===== config.mk =====
export PLATFORM = sky130hd
export DESIGN_NAME = multdiv_issue_ctrl
export DESIGN_NICKNAME = d
export VERILOG_FILES = /design/src/rtl/multdiv_issue_ctrl.sv
export SDC_FILE = /design/constraint.sdc
export NUM_CORES = 1
export LEC_CHECK = 0
export BUFFER_PORTS_ARGS = -buffer_cell sky130_fd_sc_hd__buf_2
export CAP_MARGIN = 30
export CORE_ASPECT_RATIO = 0.5
export CORE_MARGIN = 3
export CORE_UTILIZATION = 42
export CTS_BUF_LIST = sky130_fd_sc_hd__clkbuf_4 sky130_fd_sc_hd__clkbuf_8 sky130_fd_sc_hd__clkbuf_16
export DETAILED_ROUTE_END_ITERATION = 7
export PLACE_DENSITY_LB_ADDON = 0.15
export RECOVER_POWER = 50
export SYNTH_ARGS = -nofsm -noshare
export SYNTH_HDL_FRONTEND = slang
export SYNTH_SLANG_ARGS = --single-unit

===== constraint.sdc =====
create_clock -name clock -period 3.6 [get_ports clock]
set_input_delay 0.72 -clock clock [delete_from_list [all_inputs] [get_ports clock]]
set_output_delay 0.72 -clock clock [all_outputs]
set_load 0.05 [all_outputs]

===== src/rtl/multdiv_issue_ctrl.sv =====
// Issue/stall/writeback controller in front of the multdiv unit.
// Optional macro MULTDIV_EXCEPTION_EN redirects faulting/timed-out results to r30 (rstatus).
module multdiv_issue_ctrl #(
  parameter int TIMEOUT = 40,
  parameter int CNT_W   = 6
) (
  input  logic        clock,
  input  logic        reset,
  input  logic        start_mult,
  input  logic        start_div,
  input  logic [4:0]  rd,
  input  logic [31:0] data_result,
  input  logic        data_exception,
  input  logic        data_resultRDY,
  output logic        ctrl_mult,
  output logic        ctrl_div,
  output logic        stall,
  output logic        wb_en,
  output logic [4:0]  wb_reg,
  output logic [31:0] wb_data,
  output logic        busy,
  output logic        timeout
);

  typedef enum logic [1:0] {IDLE, ISSUE, BUSY, WB} state_t;

  localparam logic [CNT_W-1:0] CNT_LAST = CNT_W'(TIMEOUT - 1);

  state_t            state, state_nxt;
  logic [CNT_W-1:0]  cnt;
  logic [4:0]        rd_q;
  logic              op_mult;
  logic [31:0]       res_q;
  logic              exc_q;
  logic              to_q;

  always_ff @(posedge clock) begin
    if (reset) begin
      state     <= IDLE;
      cnt       <= '0;
      rd_q      <= '0;
      op_mult   <= 1'b0;
      res_q     <= '0;
      exc_q     <= 1'b0;
      to_q      <= 1'b0;
      ctrl_mult <= 1'b0;
      ctrl_div  <= 1'b0;
    end else begin
      state     <= state_nxt;
      // Start pulses are high exactly during ISSUE; mult wins a tie.
      ctrl_mult <= (state == IDLE) && start_mult;
      ctrl_div  <= (state == IDLE) && start_div && !start_mult;
      case (state)
        IDLE: if (start_mult || start_div) begin
          rd_q    <= rd;
          op_mult <= start_mult;
        end
        ISSUE: begin
          cnt   <= '0;
          res_q <= '0;
          exc_q <= 1'b0;
          to_q  <= 1'b0;
        end
        BUSY: begin
          cnt <= cnt + 1'b1;
          if (data_resultRDY) begin
            res_q <= data_result;
            exc_q <= data_exception;
          end else if (cnt == CNT_LAST) begin
            res_q <= '0;
            to_q  <= 1'b1;
          end
        end
        default: ;
      endcase
    end
  end

  always_comb begin
    state_nxt = state;
    stall     = 1'b0;
    wb_en     = 1'b0;
    wb_reg    = '0;
    wb_data   = '0;
    timeout   = 1'b0;
    case (state)
      IDLE: begin
        stall = start_mult | start_div;
        if (start_mult || start_div) state_nxt = ISSUE;
      end
      ISSUE: begin
        stall     = 1'b1;
        state_nxt = BUSY;
      end
      BUSY: begin
        stall = 1'b1;
        if (data_resultRDY || cnt == CNT_LAST) state_nxt = WB;
      end
      WB: begin
        state_nxt = IDLE;
        timeout   = to_q;
`ifdef MULTDIV_EXCEPTION_EN
        if (exc_q || to_q) begin
          wb_en   = 1'b1;
          wb_reg  = 5'd30;
          wb_data = op_mult ? 32'd4 : 32'd5;
        end else begin
          wb_en   = |rd_q;
          wb_reg  = rd_q;
          wb_data = res_q;
        end
`else
        wb_en   = |rd_q;
        wb_reg  = rd_q;
        wb_data = res_q;
`endif
      end
      default: state_nxt = IDLE;
    endcase
  end

`ifndef MULTDIV_EXCEPTION_EN
  // Exception flag is captured but has no consumer in this build.
  logic unused_exc;
  assign unused_exc = exc_q;
`endif

  assign busy = (state != IDLE);

endmodule


==> results.json <==
{
  "start_util": 0.447,
  "p_int_uw": 931,
  "synth_area_per_cell_um2": 10.4,
  "power_frac_seq": 0.440,
  "place.gp.congestion": 0.700,
  "cp_slowest_cell": "o21ai_0",
  "core_um2": 4510,
  "synthCells": 194,
  "wl_per_cell_um": 12.4,
  "use_met3": 0.0498,
  "yosysTopAreaCell": "dfxtp_1",
  "reg2reg_depth": 5,
  "netlist_area_um2": 2020,
  "antenna_found_initial": 0,
  "die_w_um": 104,
  "cts.htree.levels": 2,
  "p_leak_nw": 1.27,
  "grt_usage": 0.146,
  "r2r_slack_ps": 980,
  "drv_slew": 0,
  "cts.clk_slew.worst_paths_ps": 80,
  "cts-root-buf": "clkbuf_8",
  "cp_slowest_stage_delay_ps": 810,
  "wirelength_um": 4250,
  "cts_buffers": 5,
  "pwr-share-comb": 0.285,
  "placed_area_um2": 2470,
  "worstPathRequired_ps": 2880,
  "vias": 1634,
  "drv_cap": 0,
  "cts_tree": "built",
  "reg2reg_from": "state[1]$_SDFFE_PP0P_",
  "grt_pass1_vias": 1476,
  "fin_crit_ps": 2840,
  "post_cts_resized": 0,
  "hp-start": "to_q$_SDFFE_PP0P_",
  "cts.sinks": 48,
  "path_cells": "clkbuf_1 -> o21ai_0 -> a21oi_1 -> buf_2",
  "drc": 0,
  "post_cts_buffers": 0,
  "clockBufferDepth": 2,
  "clock_latency_ps": 300,
  "final_common_cell": "buf_2",
  "max_slew_margin": 0.320,
  "first_iter_violations": 45,
  "powerDensity_nw_per_um2": 549,
  "switching_share": 0.337,
  "synth_cell_types": 29,
  "drive_above_1_share": 0.341,
  "rows": 17,
  "cp_max_fo": 6,
  "nNetsFinal": 324,
  "io_buffers": 84,
  "worst_pin_slew_ps": 1010,
  "crit_type": "input pin to output port",
  "p_sw_uw": 474,
  "rsz0062_at_grt": "false",
  "fin_crit_sh": 0.788,
  "finalHoldViolCount": 0,
  "start_kind": "input pin",
  "fmax_mhz": 353,
  "hold_buffers": 0,
  "end_kind": "output port",
  "cp_data_arrival_time_ps": 2120,
  "syn_nets": 243,
  "ant_nets": 0,
  "hold_class": "flop to flop",
  "hpwl_um": 3060,
  "synth_top_area_frac": 0.476,
  "use_met1": 0.187,
  "reg2reg_to": "res_q[17]$_SDFFE_PP0P_",
  "hold_depth": 2,
  "yosysSeqAreaShare": 0.476,
  "synth_area_leaders": "dfxtp_1 48%, a22o_1 14%, and2_1 12%, mux2i_1 4.0%, ha_1 3.7%",
  "grt_pass1_wl_um": 6630,
  "antenna_cells": 0,
  "stdcell_area_um2": 2560,
  "ir_worst_vdd_v": 0.000469,
  "grt_max_degree": 33,
  "die_h_um": 55,
  "overflow": 0,
  "tns_ps": 0,
  "io_pins": 86,
  "via_per_inst": 4.78,
  "skew_ps": 7.71,
  "final_cell_mix": "81 x buf_2, 48 x dfxtp_1, 38 x and2_1",
  "top_usage_layer": "met2",
  "grtUsageMet2": 0.235,
  "drtPass1Iterations": 4,
  "clockPowerShare": 0.275,
  "syn_to_final_growth_pct": 26.9,
  "finalSetupViolations": 0,
  "hold_end": "to_q$_SDFFE_PP0P_",
  "synth-seq-cells": 48,
  "status": "finished, final reports clean",
  "dieArea_um2": 5720,
  "yosys_warnings": 0
}
## cell type report
class	count	area (um2)
fill	429	1950
clock inverter	2	35.0
sequential	48	961
tap	66	82.6
inverter	5	18.8
multi-input combinational	128	951
clock buffer	6	76.3
timing repair buffer	87	435
## critical path, delay by kind of cell
family	cells	cell delay, ps
AO/OA/AOI/OAI	2	1020
buffers and inverters	2	380
## stage by stage
stage                     worst slack [ps]  std cells  hold slack (ps)  total power [mW]  utilization
after floorplan                       1160        194              421             0.957            -
after global placement                1260        333              431              1.03        0.545
after detailed placement              1260        334              436              1.04        0.548
after CTS                              928        342              449              1.43        0.573
after global routing                   602        342              485              1.48        0.568
final                                  764        342              443              1.40        0.568
## registers in the layout, summed over array words and instances, names as in the netlist
signal     count
state          2
ctrl_mult      1
rd_q           5
to_q           1
ctrl_div       1
cnt            6
res_q         32
## cell families after synthesis
group	synth area share
and+or+nand+nor	0.197
DFF	0.476
AOI/OAI and AO/OA	0.180
buffers and inverters	0.0478
muxes	0.0397
adders and majority gates	0.0372
xor gates and xnor gates	0.0217
## Yosys cell counts
library cell   n
nand3_2        1
and2_1        38
nand4_1        2
nor3b_1        1
o2bb2ai_2      1
or4_1          1
dfxtp_1       48
buf_2          5
xor2_1         4
clkbuf_1       5
xnor2_1        1
o21bai_1       2
a22o_1        32
nor4b_1        1
o21ai_2        1
mux2i_1        8
ha_1           6
and3_1         1
nand2_1        2
nand2b_1       4
buf_6          3
o21a_1         1
a211o_1        1
inv_1          5
a21oi_1        3
a211oi_2       1
and4b_1        1
nor3b_2        1
nor2_1        14
## routing by layer
metal	vias to the layer above	part of all wire	routed length [um]
met4	0	0.0099	42
met1	751	0.48	2050
li1	833	-	-
met2	45	0.44	1880
met5	-	0	0
met3	5	0.065	275
## power by group through the flow
stage	Combinational (mW)	Sequential, mW	Clock [mW]
after floorplan	0.324	0.633	0
after global placement	0.405	0.626	0
after detailed placement	0.410	0.630	0
after CTS	0.413	0.618	0.399
after global routing	0.440	0.625	0.416
final	0.400	0.618	0.386
## worst max-delay path by stage
| stage | start | cells after the start | to |
|---|---|---|---|
| after global placement | state[1]$_SDFFE_PP0P_ | 4 | wb_data[23] |
| after detailed placement | state[1]$_SDFFE_PP0P_ | 4 | wb_data[29] |
| after global routing | start_mult | 4 | stall |
| after CTS | state[1]$_SDFFE_PP0P_ | 4 | wb_data[23] |
| after floorplan | state[0]$_SDFFE_PP0P_ | 5 | stall |
| final | start_mult | 4 | stall |
Power figures use the tool's default switching activity.
